--- config.mk ---
export PLATFORM = sky130hd
export DESIGN_NAME = cla16_bist_flat
export DESIGN_NICKNAME = d
export VERILOG_FILES = /design/src/rtl/cla16_bist_pkg.sv /design/src/rtl/cla16_bist_if.sv /design/src/rtl/cla16_bist_lfsr32.sv /design/src/rtl/cla16_bist.sv /design/src/flat_wrapper.sv
export SDC_FILE = /design/constraint.sdc
export NUM_CORES = 1
export LEC_CHECK = 0
export CORE_MARGIN = 2
export CORE_UTILIZATION = 45
export DETAILED_ROUTE_END_ITERATION = 6
export GPL_TIMING_DRIVEN = 0
export PLACE_DENSITY = 0.72
export SKIP_CTS_REPAIR_TIMING = 1
export SYNTH_ARGS = -nofsm -noshare
export SYNTH_HDL_FRONTEND = slang
export SYNTH_HIERARCHICAL = 1
export SYNTH_SLANG_ARGS = --single-unit
--- constraint.sdc ---
create_clock -name clk -period 2.9 [get_ports clk]
set_input_delay 0.58 -clock clk [delete_from_list [all_inputs] [get_ports clk]]
set_output_delay 0.58 -clock clk [all_outputs]
set_load 0.05 [all_outputs]
--- src/rtl/cla16_bist_pkg.sv ---
// ============================================================================
// Module   : cla16_bist_pkg
// Brief    : Shared types and constants for the cla16_bist self-test stage.
// Revision : 1.0 - initial release
// ============================================================================
`default_nettype none

package cla16_bist_pkg;

  localparam int          OP_W      = 16;
  localparam logic [31:0] LFSR_MASK = 32'h80200003;

  localparam logic [2:0] ST_IDLE   = 3'd0;
  localparam logic [2:0] ST_LOAD   = 3'd1;
  localparam logic [2:0] ST_SETTLE = 3'd2;
  localparam logic [2:0] ST_CHECK  = 3'd3;
  localparam logic [2:0] ST_DONE   = 3'd4;

  typedef enum logic [2:0] {
    IDLE   = ST_IDLE,
    LOAD   = ST_LOAD,
    SETTLE = ST_SETTLE,
    CHECK  = ST_CHECK,
    DONE   = ST_DONE
  } state_e;

  // Right-shifting Galois step: feedback taps are XORed in when bit 0 falls out.
  function automatic logic [31:0] lfsr_next(input logic [31:0] s);
    return s[0] ? ((s >> 1) ^ LFSR_MASK) : (s >> 1);
  endfunction

endpackage

`default_nettype wire

--- src/rtl/cla16_bist_if.sv ---
// ============================================================================
// Module   : cla16_bist_if
// Brief    : Adder-facing and status signals of the cla16_bist self-test stage.
// Revision : 1.0 - initial release
// ============================================================================
`default_nettype none

interface cla16_bist_if #(
  parameter int CNT_W = 5
);
  import cla16_bist_pkg::*;

  logic              start;
  logic [OP_W-1:0]   add_sum;
  logic              add_cout;
  logic [OP_W-1:0]   op_a;
  logic [OP_W-1:0]   op_b;
  logic              op_cin;
  logic              busy;
  logic              done;
  logic [CNT_W-1:0]  pass_cnt;
  logic [CNT_W-1:0]  fail_cnt;
  logic              fail_any;
  logic [OP_W-1:0]   fail_a;
  logic [OP_W-1:0]   fail_b;
  logic              fail_cin;
  logic [OP_W:0]     fail_got;

  modport master (
    input  start, add_sum, add_cout,
    output op_a, op_b, op_cin, busy, done, pass_cnt, fail_cnt, fail_any,
           fail_a, fail_b, fail_cin, fail_got
  );

  modport slave (
    output start, add_sum, add_cout,
    input  op_a, op_b, op_cin, busy, done, pass_cnt, fail_cnt, fail_any,
           fail_a, fail_b, fail_cin, fail_got
  );

endinterface

`default_nettype wire

--- src/rtl/cla16_bist_lfsr32.sv ---
// ============================================================================
// Module   : lfsr32
// Brief    : 32-bit Galois LFSR with seed load and single-step enable.
// Revision : 1.0 - initial release
// ============================================================================
`default_nettype none

module lfsr32
  import cla16_bist_pkg::*;
#(
  parameter logic [31:0] INIT = 32'h1
) (
  input  logic        clk,
  input  logic        rst,
  input  logic        load,
  input  logic [31:0] seed,
  input  logic        step,
  output logic [31:0] state
);

  logic [31:0] state_q;
  logic [31:0] state_d;

  always_comb begin
    state_d = state_q;
    if (load) begin
      state_d = seed;
    end else if (step) begin
      state_d = lfsr_next(state_q);
    end
  end

  always_ff @(posedge clk or posedge rst) begin
    if (rst) begin
      state_q <= INIT;
    end else begin
      state_q <= state_d;
    end
  end

  assign state = state_q;

endmodule

`default_nettype wire

--- src/rtl/cla16_bist.sv ---
// ============================================================================
// Module   : cla16_bist
// Brief    : LFSR-driven BIST for a 16-bit adder; counts matching vectors.
//            Optional first-failure capture enabled by FAIL_CAPTURE_EN.
// Revision : 1.0 - initial release
// ============================================================================
`default_nettype none

module cla16_bist
  import cla16_bist_pkg::*;
#(
  parameter int          NUM_TESTS  = 20,
  parameter int          SETTLE_CYC = 8,
  parameter logic [31:0] SEED       = 32'hACE1,
  parameter int          CNT_W      = $clog2(NUM_TESTS + 1)
) (
  input  logic         clk,
  input  logic         rst,
  cla16_bist_if.master bus
);

  localparam logic [31:0] SEED_FIX = (SEED == 32'h0) ? 32'h1 : SEED;
  localparam int          IDX_W    = (NUM_TESTS  > 1) ? $clog2(NUM_TESTS)  : 1;
  localparam int          SET_W    = (SETTLE_CYC > 1) ? $clog2(SETTLE_CYC) : 1;

  state_e            state_q, state_d;
  logic [OP_W-1:0]   op_a_q, op_a_d;
  logic [OP_W-1:0]   op_b_q, op_b_d;
  logic              op_cin_q, op_cin_d;
  logic [CNT_W-1:0]  pass_cnt_q, pass_cnt_d;
  logic [CNT_W-1:0]  fail_cnt_q, fail_cnt_d;
  logic [IDX_W-1:0]  idx_q, idx_d;
  logic [SET_W-1:0]  settle_q, settle_d;
  logic              lfsr_step;
  logic [31:0]       lfsr_state;
  logic [OP_W:0]     exp_sum;
  logic [OP_W:0]     got_sum;
  logic              match;

  lfsr32 #(
    .INIT (SEED_FIX)
  ) u_lfsr (
    .clk   (clk),
    .rst   (rst),
    .load  (1'b0),
    .seed  (SEED_FIX),
    .step  (lfsr_step),
    .state (lfsr_state)
  );

  assign exp_sum = {1'b0, op_a_q} + {1'b0, op_b_q} + {{OP_W{1'b0}}, op_cin_q};
  assign got_sum = {bus.add_cout, bus.add_sum};
  assign match   = (got_sum == exp_sum);

  always_comb begin
    state_d    = state_q;
    op_a_d     = op_a_q;
    op_b_d     = op_b_q;
    op_cin_d   = op_cin_q;
    pass_cnt_d = pass_cnt_q;
    fail_cnt_d = fail_cnt_q;
    idx_d      = idx_q;
    settle_d   = settle_q;
    lfsr_step  = 1'b0;
    case (state_q)
      IDLE, DONE: begin
        // A new run continues the LFSR sequence; only reset reseeds it.
        if (bus.start) begin
          state_d    = LOAD;
          pass_cnt_d = '0;
          fail_cnt_d = '0;
          idx_d      = '0;
        end
      end
      LOAD: begin
        op_a_d    = lfsr_state[15:0];
        op_b_d    = lfsr_state[31:16];
        op_cin_d  = lfsr_state[0] ^ lfsr_state[16];
        lfsr_step = 1'b1;
        settle_d  = SET_W'(SETTLE_CYC - 1);
        state_d   = SETTLE;
      end
      SETTLE: begin
        if (settle_q == '0) begin
          state_d = CHECK;
        end else begin
          settle_d = settle_q - SET_W'(1);
        end
      end
      CHECK: begin
        if (match) begin
          pass_cnt_d = pass_cnt_q + CNT_W'(1);
        end else begin
          fail_cnt_d = fail_cnt_q + CNT_W'(1);
        end
        if (idx_q == IDX_W'(NUM_TESTS - 1)) begin
          state_d = DONE;
        end else begin
          idx_d   = idx_q + IDX_W'(1);
          state_d = LOAD;
        end
      end
      default: state_d = IDLE;
    endcase
  end

  always_ff @(posedge clk or posedge rst) begin
    if (rst) begin
      state_q    <= IDLE;
      op_a_q     <= '0;
      op_b_q     <= '0;
      op_cin_q   <= 1'b0;
      pass_cnt_q <= '0;
      fail_cnt_q <= '0;
      idx_q      <= '0;
      settle_q   <= '0;
    end else begin
      state_q    <= state_d;
      op_a_q     <= op_a_d;
      op_b_q     <= op_b_d;
      op_cin_q   <= op_cin_d;
      pass_cnt_q <= pass_cnt_d;
      fail_cnt_q <= fail_cnt_d;
      idx_q      <= idx_d;
      settle_q   <= settle_d;
    end
  end

  assign bus.op_a     = op_a_q;
  assign bus.op_b     = op_b_q;
  assign bus.op_cin   = op_cin_q;
  assign bus.busy     = (state_q == LOAD) || (state_q == SETTLE) || (state_q == CHECK);
  assign bus.done     = (state_q == DONE);
  assign bus.pass_cnt = pass_cnt_q;
  assign bus.fail_cnt = fail_cnt_q;
  assign bus.fail_any = (fail_cnt_q != '0);

`ifdef FAIL_CAPTURE_EN
  logic [OP_W-1:0] fail_a_q, fail_a_d;
  logic [OP_W-1:0] fail_b_q, fail_b_d;
  logic            fail_cin_q, fail_cin_d;
  logic [OP_W:0]   fail_got_q, fail_got_d;

  // Only the first mismatch of a run is kept: fail_cnt is still zero for it.
  always_comb begin
    fail_a_d   = fail_a_q;
    fail_b_d   = fail_b_q;
    fail_cin_d = fail_cin_q;
    fail_got_d = fail_got_q;
    if (((state_q == IDLE) || (state_q == DONE)) && bus.start) begin
      fail_a_d   = '0;
      fail_b_d   = '0;
      fail_cin_d = 1'b0;
      fail_got_d = '0;
    end else if ((state_q == CHECK) && !match && (fail_cnt_q == '0)) begin
      fail_a_d   = op_a_q;
      fail_b_d   = op_b_q;
      fail_cin_d = op_cin_q;
      fail_got_d = got_sum;
    end
  end

  always_ff @(posedge clk or posedge rst) begin
    if (rst) begin
      fail_a_q   <= '0;
      fail_b_q   <= '0;
      fail_cin_q <= 1'b0;
      fail_got_q <= '0;
    end else begin
      fail_a_q   <= fail_a_d;
      fail_b_q   <= fail_b_d;
      fail_cin_q <= fail_cin_d;
      fail_got_q <= fail_got_d;
    end
  end

  assign bus.fail_a   = fail_a_q;
  assign bus.fail_b   = fail_b_q;
  assign bus.fail_cin = fail_cin_q;
  assign bus.fail_got = fail_got_q;
`else
  assign bus.fail_a   = '0;
  assign bus.fail_b   = '0;
  assign bus.fail_cin = 1'b0;
  assign bus.fail_got = '0;
`endif

endmodule

`default_nettype wire

--- src/flat_wrapper.sv ---
// flat-port wrapper written by rule: the top's interface ports become plain ports
module cla16_bist_flat import cla16_bist_pkg::*;
#(
  parameter int          NUM_TESTS  = 20,
  parameter int          SETTLE_CYC = 8,
  parameter logic [31:0] SEED       = 32'hACE1,
  parameter int          CNT_W      = $clog2(NUM_TESTS + 1)
)
  (clk, rst, bus_start, bus_add_sum, bus_add_cout, bus_op_a, bus_op_b, bus_op_cin, bus_busy, bus_done, bus_pass_cnt, bus_fail_cnt, bus_fail_any, bus_fail_a, bus_fail_b, bus_fail_cin, bus_fail_got);
  cla16_bist_if #(.CNT_W(CNT_W)) bus_i ();
  input  logic clk;
  input  logic rst;
  input wire logic [$bits(bus_i.start)-1:0] bus_start;
  input wire logic [$bits(bus_i.add_sum)-1:0] bus_add_sum;
  input wire logic [$bits(bus_i.add_cout)-1:0] bus_add_cout;
  output wire logic [$bits(bus_i.op_a)-1:0] bus_op_a;
  output wire logic [$bits(bus_i.op_b)-1:0] bus_op_b;
  output wire logic [$bits(bus_i.op_cin)-1:0] bus_op_cin;
  output wire logic [$bits(bus_i.busy)-1:0] bus_busy;
  output wire logic [$bits(bus_i.done)-1:0] bus_done;
  output wire logic [$bits(bus_i.pass_cnt)-1:0] bus_pass_cnt;
  output wire logic [$bits(bus_i.fail_cnt)-1:0] bus_fail_cnt;
  output wire logic [$bits(bus_i.fail_any)-1:0] bus_fail_any;
  output wire logic [$bits(bus_i.fail_a)-1:0] bus_fail_a;
  output wire logic [$bits(bus_i.fail_b)-1:0] bus_fail_b;
  output wire logic [$bits(bus_i.fail_cin)-1:0] bus_fail_cin;
  output wire logic [$bits(bus_i.fail_got)-1:0] bus_fail_got;
  assign bus_i.start = bus_start;
  assign bus_i.add_sum = bus_add_sum;
  assign bus_i.add_cout = bus_add_cout;
  assign bus_op_a = bus_i.op_a;
  assign bus_op_b = bus_i.op_b;
  assign bus_op_cin = bus_i.op_cin;
  assign bus_busy = bus_i.busy;
  assign bus_done = bus_i.done;
  assign bus_pass_cnt = bus_i.pass_cnt;
  assign bus_fail_cnt = bus_i.fail_cnt;
  assign bus_fail_any = bus_i.fail_any;
  assign bus_fail_a = bus_i.fail_a;
  assign bus_fail_b = bus_i.fail_b;
  assign bus_fail_cin = bus_i.fail_cin;
  assign bus_fail_got = bus_i.fail_got;
  cla16_bist #(.NUM_TESTS(NUM_TESTS), .SETTLE_CYC(SETTLE_CYC), .SEED(SEED), .CNT_W(CNT_W)) u_core (.clk(clk), .rst(rst), .bus(bus_i));
endmodule
After elaboration in Yosys (flattened, before gate mapping). Index checks and enable logic that the tools add are counted.

$add $sub $neg: 6. Eq/ne operators: 12. Muxes and demuxes: 15. Bitwise operators: 2. Reduce and logical (&&, ||, !) cells: 13.

Operators with widths (count): $mux 32 (1); $pmux 5 s2 (3); $mux 5 (4); $add 16x16->17 (1); $add 17x1->17 (1); $eq 17x17->1 (1); $add 5x1->5 const B (3); $mux 3 (4); $pmux 3 s4 (1); $reduce_and 3->1 (3); $ne 2x2->1 const B (4); $eq 3x2->1 const B (2); $logic_not 3->1 (2); $pmux 3 s2 (1); $eq 5x5->1 const B (1); $reduce_bool 5->1 (1); $ne 2x1->1 const B (2); $not 3->4 (1); $reduce_and 2->1 (2); $reduce_bool 2->1 (2); $eq 3x1->1 const B (1); $eq 3x3->1 const B (1); $sub 3x1->3 const B (1); $logic_or 1x1->1 (2); 3 further kinds (3).

Bits in registers: 86. Bits of input ports: 20. Logic and storage cells: 57.

Longest topological paths before layout. Gate-level depths: netlist of run 1.

Depth after elaboration: 5. Mapped depth: 12. Mapped depth without buffers: 12.

Hierarchy. The synthesis of run 1 kept the hierarchy.

By module, submodules not included: cla16_bist (instances 1, cells an instance 428, area an instance 4040.1 um^2, seq. area each 1351.3 um^2); lfsr32 (instances 1, cells an instance 144, area an instance 1542.7 um^2, seq. area each 810.8 um^2).

Worst setup path before layout of run 1. No wires, ideal clock.

Kind: register to register. Start: reg u_core.op_a_q[0] (netlist: u_core/bus.op_a[0]). End: reg u_core.pass_cnt_q[4] (netlist: u_core/bus.pass_cnt[4]). Setup time: 120 ps. Arrival: 3362 ps. Data required time: 2780 ps. Path slack: -582 ps. Cell stages (with the launch flop): 13. Clock period less this slack: 3482 ps. Cell sequence: dfrtp_1 > inv_1 > fa_1 > inv_1 > fa_1 > xor2_1 > nor3_1 > o2111ai_1 > nor4_2 > o2111ai_2 > nor4_4 > nand3_4 > a31o_1.

Word-level cells in the longest chain between the ends: 5.

Ends and longest elaborated chain: from (decl) (line cla16_bist.sv:27) `logic [OP_W-1:0] op_a_q, op_a_d;`; from (signal assigned) (line cla16_bist.sv:119) `op_a_q <= op_a_d;`; $add 16x16->17 (line cla16_bist.sv:51) `assign exp_sum = {1'b0, op_a_q} + {1'b0, op_b_q} + {{OP_W{1'b0}}, op_cin_q};`; $add 17x1->17 (line cla16_bist.sv:51); $eq 17x17->1 (line cla16_bist.sv:53) `assign match = (got_sum == exp_sum);`; $ne 2x1->1 (no line); $reduce_and 3->1 (no line); to (signal assigned) (line cla16_bist.sv:122) `pass_cnt_q <= pass_cnt_d;`; to (decl) (line cla16_bist.sv:30) `logic [CNT_W-1:0] pass_cnt_q, pass_cnt_d;`.

No other way between the ends. A chain may end at the register's enable or synchronous reset.

Final worst setup path of run 1.
Start: reg u_core.op_b_q[0] (netlist: u_core/bus.op_b[0]). End: reg u_core.fail_cnt_q[1] (netlist: u_core/bus.fail_cnt[1]).

Word-level cells in the longest chain between the ends: 5.

Ends and longest elaborated chain: from (decl) (line cla16_bist.sv:28) `logic [OP_W-1:0] op_b_q, op_b_d;`; from (signal assigned) (line cla16_bist.sv:120) `op_b_q <= op_b_d;`; $add 16x16->17 (line cla16_bist.sv:51); $add 17x1->17 (line cla16_bist.sv:51); $eq 17x17->1 (line cla16_bist.sv:53); $ne 2x2->1 (no line); $reduce_and 3->1 (no line); to (signal assigned) (line cla16_bist.sv:123) `fail_cnt_q <= fail_cnt_d;`; to (decl) (line cla16_bist.sv:31) `logic [CNT_W-1:0] fail_cnt_q, fail_cnt_d;`.

No other way between the ends.

==> results of run 1 <==
sequential cells by signal (all words and copies together) (netlist names):
register	cells
u_core/state_q	3
u_core/bus.pass_cnt	5
u_core/bus.fail_cnt	5
u_core/bus.op_b	16
u_core/u_lfsr/state	32
u_core/idx_q	5
u_core/bus.op_cin	1
u_core/settle_q	3
u_core/bus.op_a	16
worst reg2reg max path, cell delays in order (launching register included):
cell and delay (ps):
dfrtp_2 410, inv_2 80, fa_2 250, inv_2 50
fa_2 340, a211o_1 310, a2111oi_2 320, a311oi_1 120
a221oi_2 220, o2111ai_2 200, nor4_4 400, buf_6 190
buf_4 120, mux2i_1 160, nand3_1 70
worst paths after layout:
path | from | to | cells past startpoint
hold reg to reg | u_core/settle_q[0]$_DFFE_PP0P_ | u_core/settle_q[0]$_DFFE_PP0P_ | 1
max in group asynchronous | rst | u_core/u_lfsr/state[15]$_DFFE_PP1P_ | 3
min in group asynchronous | rst | u_core/bus.op_b[2]$_DFFE_PP0P_ | 2
setup / recovery | u_core/bus.op_b[0]$_DFFE_PP0P_ | u_core/bus.fail_cnt[1]$_DFFE_PP0P_ | 14
hold / removal | u_core/settle_q[0]$_DFFE_PP0P_ | u_core/settle_q[0]$_DFFE_PP0P_ | 1
setup reg to reg | u_core/bus.op_b[0]$_DFFE_PP0P_ | u_core/bus.fail_cnt[1]$_DFFE_PP0P_ | 14
logic make-up (layout without fill, tap and decap cells):
kind of cell               count (synthesis)  after routing  synth area share
DFF                                       86             86             0.387
AOI/OAI and AO/OA                        113            113             0.134
adders and majority gates                 23             23            0.0542
buffers and inverters                     95            180             0.107
other                                      2             85           0.00135
and+or+nand+nor                          154            154             0.138
xor gates and xnor gates                  31             31            0.0486
muxes                                     68             68             0.129
routing by layer:
metal  share of wire  GRT usage  vias to the layer above
li1                -          -                     2231
met1            0.44      0.275                     2128
met2            0.49      0.378                      147
met3           0.046     0.0511                       24
met4           0.027     0.0731                        0
met5               0          0                        -
synthesized netlist by cell type, drive strengths merged (2+ instances only):
cell type	number
buf	65
conb	2
fa	2
mux2	31
and2	4
nand3	18
nor4	4
a211o	2
o21bai	2
a221o	2
o22ai	2
nand2b	4
o211ai	2
ha	21
inv	18
a31oi	3
xnor2	16
dfstp	8
o21a	5
nor2b	2
a2111oi	2
a211oi	3
nand4	7
nand3b	2
dfrtp	78
o41ai	3
xor2	15
nand2	62
a21o	5
o2111ai	2
a32o	2
nor3	12
or3	2
a31o	3
mux2i	37
or3b	3
o21ai	52
and3	5
clkbuf	12
nor2	24
a21oi	14
power groups by stage:
stage          logic (mW)  clock network [mW]  registers [mW]
6_report             5.67                1.10            2.10
5_1_grt              6.11                1.18            2.16
4_1_cts              5.62                1.14            2.10
3_5_place_dp         5.60                   0            2.12
3_3_place_gp         5.50                   0            2.10
2_1_floorplan        3.42                   0            2.81
final cells by class:
type / count / area, um^2
sequential: 86 / 2170
buffer: 75 / 524
timing repair buffer: 71 / 734
tap: 168 / 210
multi-input combinational: 474 / 3170
inverter: 18 / 67.6
fill: 1064 / 4910
clock buffer: 10 / 239
clock inverter: 6 / 46.3
stage by stage:
step / worst slack, ps / TNS, ps / instance area, um^2
floorplan: -250 / -2010 / 5910
global placement: -546 / -12990 / 6780
detailed placement: -619 / -5310 / 6800
CTS: -634 / -5450 / 7080
global route: -598 / -5310 / 7150
finish: -440 / -3840 / 7150
==> summary.md, run 1 <==
| Metric | Value |
|---|---|
| Post-synth EDFFs | 0 |
| CTS H-Tree Depth | 3 |
| Yosys reg bits | 86 |
| Clk pwr share | 0.124 |
| Core Box Area | 0.0121 mm^2 |
| Top_reg_cell synth | dfrtp_1 |
| Row count | 40 |
| Tot Pwr | 8.87 mW |
| Share of Yosys cell area claimed by the top area cell type | 0.350 |
| Worst hold slack | 484 ps |
| Worst Tran Pin Value | 721 ps |
| DR DRC count | 0 |
| Global-route wire length before repair | 22500 um |
| Slew Limit Fails | 0 |
| Switching Power | 4.44 mW |
| Remaining antenna violation count | 0 |
| Total congestion overflow | 0 |
| Fin Clk Skew | 5.94 ps |
| GRT Overall Usage | 0.221 |
| Status | finished with violations |
| CP max FO | 6 |
| Failing checks | setup timing |
| Starting Density | 0.463 |
| Switching share of power | 0.501 |
| # port buffers | 65 |
| Comb pwr share | 0.639 |
| Number of global-route vias before repair | 4353 |
| Netlist cell types | 70 |
| CTS Root Cell | clkbuf_16 |
| Leak Pwr | 3.22 nW |
| Path type of the worst setup path | register to register |
| Pre-antenna DRT Iters | 7 |
| Commonest non-fill, non-tap cell in the layout | conb_1 |
| Chip height | 115 um |
| DR vias/cell | 4.99 |
| Worst slew margin | 0.517 |
| Fin crit share | 1.15 |
| Worst Path Required | 3130 ps |
| Yosys warnings | 6 |
| Final min period | 3340 ps |
| Worst ir drop on vdd | 0.000830 V |
| Final nets | 778 |
| Sequential share of power | 0.236 |
| CTS clk-pin slew, worst paths | 60 ps |
| Worst Path Buf+Inv | 4 |
| DR WL/cell | 15.4 um |
| CTS tree | done |
| I/O Pins | 116 |
| Syn Std Cell Area | 0.00558 mm^2 |
| Fin worst setup slack | -440 ps |
| Cell internal pwr | 4.43 mW |
| Critical Path End Type | register |
| Global placer's final weighted congestion | 0.910 |
| Hold Crit Class | register to register |
| Fin util | 0.593 |
| Area Overhead vs Synth | 28.1% |
| CTS Buffer Depth | 2 |
| Number of max-cap violations | 0 |
| Synthesized instance count | 572 |
| Synth area leader | dfrtp_1 |
| Unrepaired setup endpoints after global routing | yes |
| TritonCTS Buffers | 9 |
| Die W | 115 um |
| HPWL after DPL | 10700 um |
| Worst path slowest cell | dfrtp_2 |
| Worst-skew pair later-pin latency | 350 ps |
| Worst EP arrival | 3570 ps |
| Sequential area share after synthesis | 0.387 |
| Final hold violations | 0 |
| Most frequent cells in the layout | conb_1, dfrtp_1, clkdlybuf4s50_1 |
| Most area-consuming cells after synthesis | dfrtp_1, buf_4, mux2i_1 |
| CP startpoint kind | register |
| R2R setup slack | -440 ps |
| Final cell count without fillers | 908 |
| Antenna Cells | 0 |
| Placed Cells | 889 |
| CP cell instances | inv_2 -> fa_2 -> inv_2 -> fa_2 -> a211o_1 -> a2111oi_2 -> a311oi_1 -> a221oi_2 -> o2111ai_2 -> nor4_4 -> buf_6 -> buf_4 -> mux2i_1 -> nand3_1 |
| Final setup vio count | 10 |
| Number of DRC markers in iteration 0 | 308 |
| Sink Count | 86 |
| Power Dens Cells | 1240 mW/mm^2 |
| Fmax achieved | 0.299 GHz |
| Syn_area_per_cell | 9.76 um^2 |
| Slowest stage delay, CP | 410 ps |
| Final Routed Wirelength | 14000 um |
| Ys async rst share | 1.00 |
| Initial antenna violation count | 0 |
| Share of cells above drive strength 1 | 0.208 |
| Largest net degree at the start of global routing | 39 |
| Vias | 4530 |
| Crit path max-delay family | compound AO/OA/AOI/OAI gates |
| Die area | 0.0133 mm^2 |
No activity file was read; power rests on OpenSTA's default activity.
==> run 2: changes to the inputs <==
--- a/config.mk
+++ b/config.mk
@@ -5,6 +5,7 @@
 export SDC_FILE = /design/constraint.sdc
 export NUM_CORES = 1
 export LEC_CHECK = 0
+export ABC_AREA = 0
 export CORE_MARGIN = 2
 export CORE_UTILIZATION = 45
 export DETAILED_ROUTE_END_ITERATION = 6
==> results of run 2 <==
The final DEF is identical to that of run 1; final timing and power are the same.
